[src/rtl/counter_sweep_ctrl.sv]
`default_nettype none
// ============================================================================
// Module   : counter_sweep_ctrl
// Purpose  : Drives an up/down counter through a programmed triangle sweep.
// Revision : 1.0
// ============================================================================
module counter_sweep_ctrl #(
   parameter int WIDTH   = 8,
   parameter int SWEEP_W = 4
) (
   input  logic               clk,
   input  logic               rst,
   input  logic               start,
   input  logic               abort,
   input  logic [WIDTH-1:0]   upper,
   input  logic [WIDTH-1:0]   lower,
   input  logic [SWEEP_W-1:0] cycles,
   input  logic [WIDTH-1:0]   count,
   output logic               down,
   output logic               cnt_rst_n,
   output logic               busy,
   output logic               done,
   output logic               err,
   output logic [SWEEP_W-1:0] sweep_cnt
);

   localparam logic [1:0] c_ST_IDLE = 2'd0;
   localparam logic [1:0] c_ST_UP   = 2'd1;
   localparam logic [1:0] c_ST_DOWN = 2'd2;
   localparam logic [1:0] c_ST_DONE = 2'd3;

   localparam logic [WIDTH-1:0]   c_ONE   = {{(WIDTH-1){1'b0}}, 1'b1};
   localparam logic [SWEEP_W-1:0] c_S_ONE = {{(SWEEP_W-1){1'b0}}, 1'b1};

   logic [1:0]         r_state;
   logic [1:0]         w_state_nxt;
   logic [WIDTH-1:0]   r_upper;
   logic [WIDTH-1:0]   r_lower;
   logic [SWEEP_W-1:0] r_cycles;
   logic [SWEEP_W-1:0] r_sweep_cnt;
   logic               r_down;
   logic               r_cnt_rst_n;
   logic               r_err;

   logic               w_down_nxt;
   logic               w_cnt_rst_n_nxt;
   logic               w_err_nxt;
   logic               w_latch;
   logic [SWEEP_W-1:0] w_sweep_cnt_nxt;
   logic [SWEEP_W-1:0] w_sweep_inc;
   logic               w_cfg_ok;
   logic               w_at_peak;
   logic               w_at_trough;
   logic               w_last;

   assign w_cfg_ok    = (upper != '0) && (lower < upper) && (cycles != '0);
   // Turn one step early: the counter lands on the extreme on the same edge.
   assign w_at_peak   = (count == (r_upper - c_ONE));
   assign w_at_trough = (count == (r_lower + c_ONE));
   assign w_sweep_inc = r_sweep_cnt + c_S_ONE;
   assign w_last      = (w_sweep_inc == r_cycles);

   always_ff @(posedge clk or posedge rst) begin
      if (rst) begin
         r_state     <= c_ST_IDLE;
         r_upper     <= '0;
         r_lower     <= '0;
         r_cycles    <= '0;
         r_sweep_cnt <= '0;
         r_down      <= 1'b0;
         r_cnt_rst_n <= 1'b0;
         r_err       <= 1'b0;
      end else begin
         r_state     <= w_state_nxt;
         r_sweep_cnt <= w_sweep_cnt_nxt;
         r_down      <= w_down_nxt;
         r_cnt_rst_n <= w_cnt_rst_n_nxt;
         r_err       <= w_err_nxt;
         if (w_latch) begin
            r_upper  <= upper;
            r_lower  <= lower;
            r_cycles <= cycles;
         end
      end
   end

   always_comb begin
      w_state_nxt = r_state;
      case (r_state)
         c_ST_IDLE: begin
            if (start && w_cfg_ok) w_state_nxt = c_ST_UP;
         end
         c_ST_UP: begin
            if (abort)          w_state_nxt = c_ST_IDLE;
            else if (w_at_peak) w_state_nxt = c_ST_DOWN;
         end
         c_ST_DOWN: begin
            if (abort)            w_state_nxt = c_ST_IDLE;
            else if (w_at_trough) w_state_nxt = w_last ? c_ST_DONE : c_ST_UP;
         end
         default: w_state_nxt = c_ST_IDLE;
      endcase
   end

   always_comb begin
      w_down_nxt      = r_down;
      w_cnt_rst_n_nxt = r_cnt_rst_n;
      w_err_nxt       = 1'b0;
      w_latch         = 1'b0;
      w_sweep_cnt_nxt = r_sweep_cnt;
      case (r_state)
         c_ST_IDLE: begin
            w_down_nxt      = 1'b0;
            w_cnt_rst_n_nxt = 1'b0;
            if (start) begin
               if (w_cfg_ok) begin
                  w_latch         = 1'b1;
                  w_sweep_cnt_nxt = '0;
                  w_cnt_rst_n_nxt = 1'b1;
               end else begin
                  w_err_nxt = 1'b1;
               end
            end
         end
         c_ST_UP: begin
            if (abort) begin
               w_cnt_rst_n_nxt = 1'b0;
               w_down_nxt      = 1'b0;
            end else if (w_at_peak) begin
               w_down_nxt = 1'b1;
            end
         end
         c_ST_DOWN: begin
            if (abort) begin
               w_cnt_rst_n_nxt = 1'b0;
               w_down_nxt      = 1'b0;
            end else if (w_at_trough) begin
               w_sweep_cnt_nxt = w_sweep_inc;
               w_down_nxt      = 1'b0;
               if (w_last) w_cnt_rst_n_nxt = 1'b0;
            end
         end
         default: begin
            w_down_nxt      = 1'b0;
            w_cnt_rst_n_nxt = 1'b0;
         end
      endcase
   end

   assign down      = r_down;
   assign cnt_rst_n = r_cnt_rst_n;
   assign err       = r_err;
   assign sweep_cnt = r_sweep_cnt;
   assign busy      = (r_state == c_ST_UP) || (r_state == c_ST_DOWN);
   assign done      = (r_state == c_ST_DONE);

endmodule
`default_nettype wire

[config.mk]
export PLATFORM = sky130hd
export DESIGN_NAME = counter_sweep_ctrl
export DESIGN_NICKNAME = d
export VERILOG_FILES = /design/src/rtl/counter_sweep_ctrl.sv
export SDC_FILE = /design/constraint.sdc
export NUM_CORES = 1
export LEC_CHECK = 0
export CELL_PAD_IN_SITES_DETAIL_PLACEMENT = 1
export CELL_PAD_IN_SITES_GLOBAL_PLACEMENT = 2
export CORE_MARGIN = 2
export CORE_UTILIZATION = 28
export CTS_BUF_LIST = sky130_fd_sc_hd__clkbuf_4
export DETAILED_ROUTE_END_ITERATION = 16
export GPL_TIMING_DRIVEN = 0
export MAX_ROUTING_LAYER = met4
export PLACE_DENSITY_LB_ADDON = 0.25
export SLEW_MARGIN = 15
export SYNTH_ARGS = -nofsm -noshare
export SYNTH_HDL_FRONTEND = slang
export SYNTH_SLANG_ARGS = --single-unit
export TNS_END_PERCENT = 50
[constraint.sdc]
create_clock -name clk -period 2.9 [get_ports clk]
set_input_delay 0.29 -clock clk [delete_from_list [all_inputs] [get_ports clk]]
set_output_delay 0.29 -clock clk [all_outputs]
set_load 0.005 [all_outputs]
==> results of run 1 <==
[sequential cells by signal, summed over array words and instances, names as in the netlist]
name	count
down	1
r_cycles	4
r_state	2
err	1
sweep_cnt	4
r_upper	8
r_lower	8
cnt_rst_n	1
[repair_timing]
| action | in CTS | in global routing |
|---|---|---|
| setup endpoints to repair | 0 | 1 |
| hold endpoints to repair | 0 | 0 |
| resized for setup | 0 | 1 |
[worst min-delay path by stage]
stage	slack, ns	depth (start not counted)	end	startpoint
global route	0.41	2	r_cycles[1]	rst
global placement	0.49	2	r_upper[7]	r_upper[7]
finish	0.36	2	r_cycles[1]	rst
CTS	0.38	2	r_cycles[1]	rst
floorplan	0.36	1	down	abort
detailed placement	0.49	2	r_upper[7]	r_upper[7]
[worst max-delay path: stages]
cell and delay (ns):
clkdlybuf4s50_1 0.49, inv_1 0.06, ha_1 0.30, a21o_1 0.18, a31oi_1 0.18, o21ai_1 0.14
a221o_2 0.43, or4b_4 0.53, a22o_2 0.24, a22o_1 0.17
[kinds of logic (layout without fill, tap and decap cells)]
logic type,after synthesis,count (layout),share of synthesized area (%)
buffers and inverters,22,69,4.527
AO/OA/AOI/OAI,43,43,14.09
multiplexers,16,16,8.931
adder cells (fa/ha/maj),14,14,8.805
AND/OR/NAND/NOR,56,56,16.16
XOR/XNOR,25,25,11.01
flip-flops,29,29,36.48
[placed cells by master (no fill, tap or decap), types with 2 or more instances in the layout]
cell             instances
o2111ai_1                2
nor4_1                   4
clkbuf_4                 6
o2bb2ai_1                2
xor2_1                  10
ha_1                    14
o21ai_0                 12
nor3b_1                  2
dfrtp_1                 29
mux2i_1                  2
mux2_2                  14
nor2_1                   7
or4_1                    2
or3_1                    2
nor3_2                   2
a31oi_1                  6
nand2_1                 12
xnor2_1                 15
clkdlybuf4s50_1         40
inv_1                   17
a21oi_1                  7
nand3_1                  9
nand4_1                  3
and3_1                   3
nand2b_1                 2
buf_4                    2
a21o_1                   2
[stage by stage]
| step | cells | hold WS, ns | TNS [ns] | setup slack, ns | area, um^2 |
|---|---|---|---|---|---|
| 6_report | 348 | 0.3586 | 0 | 0.1160 | 2559 |
| 5_1_grt | 348 | 0.4072 | 0 | 0.04566 | 2559 |
| 4_1_cts | 348 | 0.3848 | 0 | 0.06105 | 2559 |
| 3_5_place_dp | 341 | 0.4941 | -1.697 | -0.2982 | 2510 |
| 3_3_place_gp | 341 | 0.4856 | -1.642 | -0.2814 | 2510 |
| 2_1_floorplan | 205 | 0.3568 | 0 | 0.4865 | 1989 |
[metal layers]
| metal | track usage [%] | share of wire, % | up-vias | wire length (um) |
|---|---|---|---|---|
| met4 | 4.959 | 1.3 | 0 | 65 |
| met5 | - | 0 | - | 0 |
| met3 | 2.332 | 3.5 | 4 | 170 |
| met1 | 19.54 | 51 | 785 | 2535 |
| li1 | - | - | 842 | - |
| met2 | 22.28 | 44 | 31 | 2155 |
[area by class of cell]
cell class	instances	area share, %
tap	96	4.694
clock buffer	6	1.760
multi-input combinational	154	45.87
timing repair buffer	40	15.65
buffer	4	0.8802
inverter	18	2.641
clock inverter	1	0.1467
sequential	29	28.36
[power groups by stage]
stage / logic, mW / clock network (mW) / registers [mW]
floorplan: 0.707 / 0 / 0.696
global placement: 0.933 / 0 / 0.757
detailed placement: 0.951 / 0 / 0.762
CTS: 0.960 / 0.246 / 0.753
global route: 1.06 / 0.267 / 0.780
finish: 0.939 / 0.235 / 0.751
==> impl_metrics.yaml, run 1 <==
pwr:
  clkPwrFrac_pct: 12.2
  p_seq_share_pct: 39.0
  power.total_mw: 1.924
  p_leak_nw: 1.097
  power_density_nw_per_um2: 752.1
  sw_frac_of_total_pct: 40.13
  p_int_mw: 1.152
  switching_power_mw: 0.7723
  combPwrFrac_pct: 48.8
  peakVddDrop_mv: 0.2745
setup_path:
  cp-endpoint: "sweep_cnt[1]"
  cp.required_ns: 3.12
  reg2reg_from: "r_upper[0]"
  worst-r2r-setup-slack_ns: 0.40
  rr_endpoint: "r_state[0]"
  cp_max_fo: 5
  reg2reg_depth: 9
  start_kind: "primary input"
  critPathKind: "primary input to flop"
  worstPathArrival_ns: 3.00
  startpoint: "upper[2]"
  endpoint_kind: "flop"
route:
  drt-initial-drc-count: 71
  via_per_inst: 4.776
  vias: 1662
  wire_per_inst_um: 14.16
  ant_nets: 0
  drcViolationCount: 0
  drt-total-wl_um: 4926
  first_pass_iters: 4
grt:
  antenna_found_initial: 0
  grt_pass1_vias: 1737
  grt_usage_pct: 14.53
  grt_overflow_total: 0
  grt_pass1_wl_um: 8390
  grt_start_max_net_pins: 30
synth:
  synth_edf_count: 0
  ys_seq_area_share_pct: 36.48
  synth_top_area_share_pct: 36.48
  synthTopCellsByCount: "dfrtp_1 (29), inv_1 (18), xnor2_1 (15)"
  synthTopCellsByArea: "dfrtp_1 (36%), ha_1 (8.8%), mux2_2 (7.9%), xnor2_1 (6.6%), xor2_1 (4.4%)"
  synthCells: 205
  synth.most_common_cell: "dfrtp_1"
  yosysWarnings: 0
  synthesis.nets: 251
  syn-cell-area_um2: 1989
  synth.distinct_cells: 46
  synth_top_area_cell: "dfrtp_1"
  synthArstFlopShare_pct: 100.0
  postSynthAreaPerCell_um2: 9.704
  synthFlopType: "dfrtp_1"
  synth.ff_latch_count: 29
sta:
  finalHoldViolations: 0
  worst_pin_slew_ns: 0.6211
  fmax_mhz: 359.2
  slew_viol_final: 0
  rsz0062_at_grt: "false"
  period_minus_slack_ns: 2.784
  finalCritPeriodShare_pct: 96.00
  fin_skew_ns: 0.01060
  finalSetupViolCount: 0
  relSlewSlack_pct: 58.54
cts:
  cts_tree: "built"
  numCtsBuffers: 5
  htreeDepth: 2
  clockBufferDepth: 2
  clk_latency_ns: 0.32
  path_clk_slew_ns: 0.10
  clockRootBuffer: "clkbuf_4"
  cts_setup_buffers: 0
  cts_sinks: 29
  cts_hold_buf: 0
final_layout:
  antennaDiodeCount: 0
  areaGrowthSynthToFinish_pct: 28.62
  fillerInstances: 805
  drive_gt1_share_pct: 12.70
  multiInputGateArea_um2: 1174
  regArea_um2: 725.7
  fin_nets: 298
  fin_util_pct: 37.45
placed_design:
  gp_congestion: 0.7629
  port_buffers: 40
  dpl.hpwl_um: 4075
die:
  num_rows: 30
  initial_core_util_pct: 29.12
  ios: 41
  dieHeight_um: 88.29
  core_area_um2: 6832
  die_w_um: 88.29
  dieArea_um2: 7795
hold_path:
  hold_class: "primary input to async pin"
flow_run:
  drv_cap: 0
outcome:
  status: "complete, no violations"
(Power assumes the default switching activity.)
==> run 2, diff against run 1 <==
--- a/config.mk
+++ b/config.mk
@@ -14,7 +14,7 @@
 export GPL_TIMING_DRIVEN = 0
 export MAX_ROUTING_LAYER = met4
 export PLACE_DENSITY_LB_ADDON = 0.25
-export SLEW_MARGIN = 15
+export SLEW_MARGIN = 20
 export SYNTH_ARGS = -nofsm -noshare
 export SYNTH_HDL_FRONTEND = slang
 export SYNTH_SLANG_ARGS = --single-unit
==> results of run 2 <==
No change in the layout: final DEF, timing and power equal those of run 1.
==> run 3, diff against run 2 <==
--- a/config.mk
+++ b/config.mk
@@ -8,7 +8,7 @@
 export CELL_PAD_IN_SITES_DETAIL_PLACEMENT = 1
 export CELL_PAD_IN_SITES_GLOBAL_PLACEMENT = 2
 export CORE_MARGIN = 2
-export CORE_UTILIZATION = 28
+export CORE_UTILIZATION = 33
 export CTS_BUF_LIST = sky130_fd_sc_hd__clkbuf_4
 export DETAILED_ROUTE_END_ITERATION = 16
 export GPL_TIMING_DRIVEN = 0
==> impl_metrics.yaml, run 3 (synthesized netlist as in run 1, its figures left out) <==
grt:
  grt_pass1_wl_um: 8397
  antenna_found_initial: 0
  grt_pass1_vias: 1764
  grt_usage_pct: 17.39
  grt_overflow_total: 0
  grt_start_max_net_pins: 30
setup_path:
  cp_max_fo: 5
  path_cells: "clkdlybuf4s50_1 -> inv_1 -> ha_1 -> a21o_1 -> a31oi_2 -> o21ai_2 -> a221o_2 -> or4b_4 -> a22o_2 -> a22o_1"
  worst-r2r-setup-slack_ns: 0.39
  critPathKind: "primary input to flop"
  crit_family: "compound AO/OA/AOI/OAI gates"
  endpoint_kind: "flop"
  critPathBufInv: 2
  start_kind: "primary input"
  cp_slowest_cell: "or4b_4"
  worstPathArrival_ns: 2.99
  max_stage_delay_ns: 0.54
  cp.required_ns: 3.12
die:
  ios: 41
  dieHeight_um: 81.65
  core_area_um2: 5886
  num_rows: 28
  dieArea_um2: 6666
  die_w_um: 81.65
  initial_core_util_pct: 33.80
final_layout:
  areaGrowthSynthToFinish_pct: 28.49
  drive_gt1_share_pct: 14.57
  largestRegisters: "r_lower: 8 flops, r_upper: 8 flops"
  fillerInstances: 684
  final_cell_mix: "clkdlybuf4s50_1 (40), dfrtp_1 (29), inv_1 (17), xnor2_1 (15)"
  fin_util_pct: 43.43
  antennaDiodeCount: 0
  fin_nets: 299
  layout_commonest_cell: "clkdlybuf4s50_1"
  multiInputGateArea_um2: 1184
  design_area_um2: 2556
  regArea_um2: 725.7
route:
  wire_per_inst_um: 15.02
  via_per_inst: 5.094
  vias: 1676
  drt-initial-drc-count: 39
  drcViolationCount: 0
  ant_nets: 0
  drt-total-wl_um: 4941
  first_pass_iters: 4
sta:
  fin_skew_ns: 0.009274
  finalHoldViolations: 0
  slew_viol_final: 0
  relSlewSlack_pct: 58.96
  worst_pin_slew_ns: 0.6147
  finalCritPeriodShare_pct: 95.58
  rsz0062_at_grt: "false"
  finalSetupViolCount: 0
  fmax_mhz: 360.8
  layout_setup_ws_ns: 0.1282
  period_minus_slack_ns: 2.772
flow_run:
  drv_cap: 0
placed_design:
  port_buffers: 40
  dpl_worst_slack_ns: -0.3619
  gp_congestion: 0.8278
  placedInstanceArea_um2: 2484
  dpl.hpwl_um: 4021
hold_path:
  hold_class: "primary input to async pin"
cts:
  clockBufferDepth: 2
  clockRootBuffer: "clkbuf_4"
  cts_sinks: 29
  cts_tree: "built"
  path_clk_slew_ns: 0.10
  clk_latency_ns: 0.33
  numCtsBuffers: 5
  htreeDepth: 2
pwr:
  peakVddDrop_mv: 0.2925
  p_leak_nw: 1.110
  power_density_nw_per_um2: 762.2
outcome:
  status: "complete, no violations"
run 3: what timing repair did:
item / CTS / global route
endpoints found under the setup margin: 0 / 3
gates resized for setup: 0 / 3
hold buffers: 0 / 0
endpoints found under the hold margin: 0 / 0
setup buffers: 0 / 1
run 3: final cells by class:
class,instances,area share (%)
inverter,18,2.643
sequential,29,28.39
timing repair buffer,41,15.96
multi-input combinational,154,46.30
clock buffer,6,1.762
tap,75,3.671
buffer,4,0.8811
clock inverter,2,0.3916
run 3: per-layer routing:
metal | track usage, % | vias up | share of wire, %
met5 | - | - | 0
met4 | 5.000 | 0 | 1.3
met3 | 4.066 | 5 | 4.3
met2 | 26.72 | 30 | 42
met1 | 22.97 | 798 | 52
li1 | - | 843 | -
run 3: through the flow:
step                      hold slack [ns]  instances  total power [mW]  setup TNS, ns
after floorplan                    0.3568        205             1.403              0
after global placement             0.4868        320             1.679         -2.100
after detailed placement           0.5117        320             1.711         -2.363
after CTS                          0.3532        328             1.964              0
after global routing               0.3994        329             2.145              0
final                              0.3421        329             1.948              0
run 3: power breakdown:
part / internal (mW) / switching (mW) / total [mW] / leakage [nW]
clock network: 0.101 / 0.142 / 0.244 / 0.0354
registers: 0.563 / 0.183 / 0.746 / 0.363
logic: 0.503 / 0.456 / 0.959 / 0.712
total: 1.17 / 0.781 / 1.95 / 1.11
run 3: final timing paths:
| path | start | endpoint | cells past startpoint |
|---|---|---|---|
| worst min-delay path | rst | err | 2 |
| min in group clk | r_upper[7] | r_upper[7] | 2 |
| worst min register to register | r_upper[7] | r_upper[7] | 2 |
| worst max-delay path | upper[2] | sweep_cnt[1] | 10 |
| max in group asynchronous | rst | r_upper[1] | 2 |
| worst max register to register | r_lower[0] | r_state[0] | 8 |
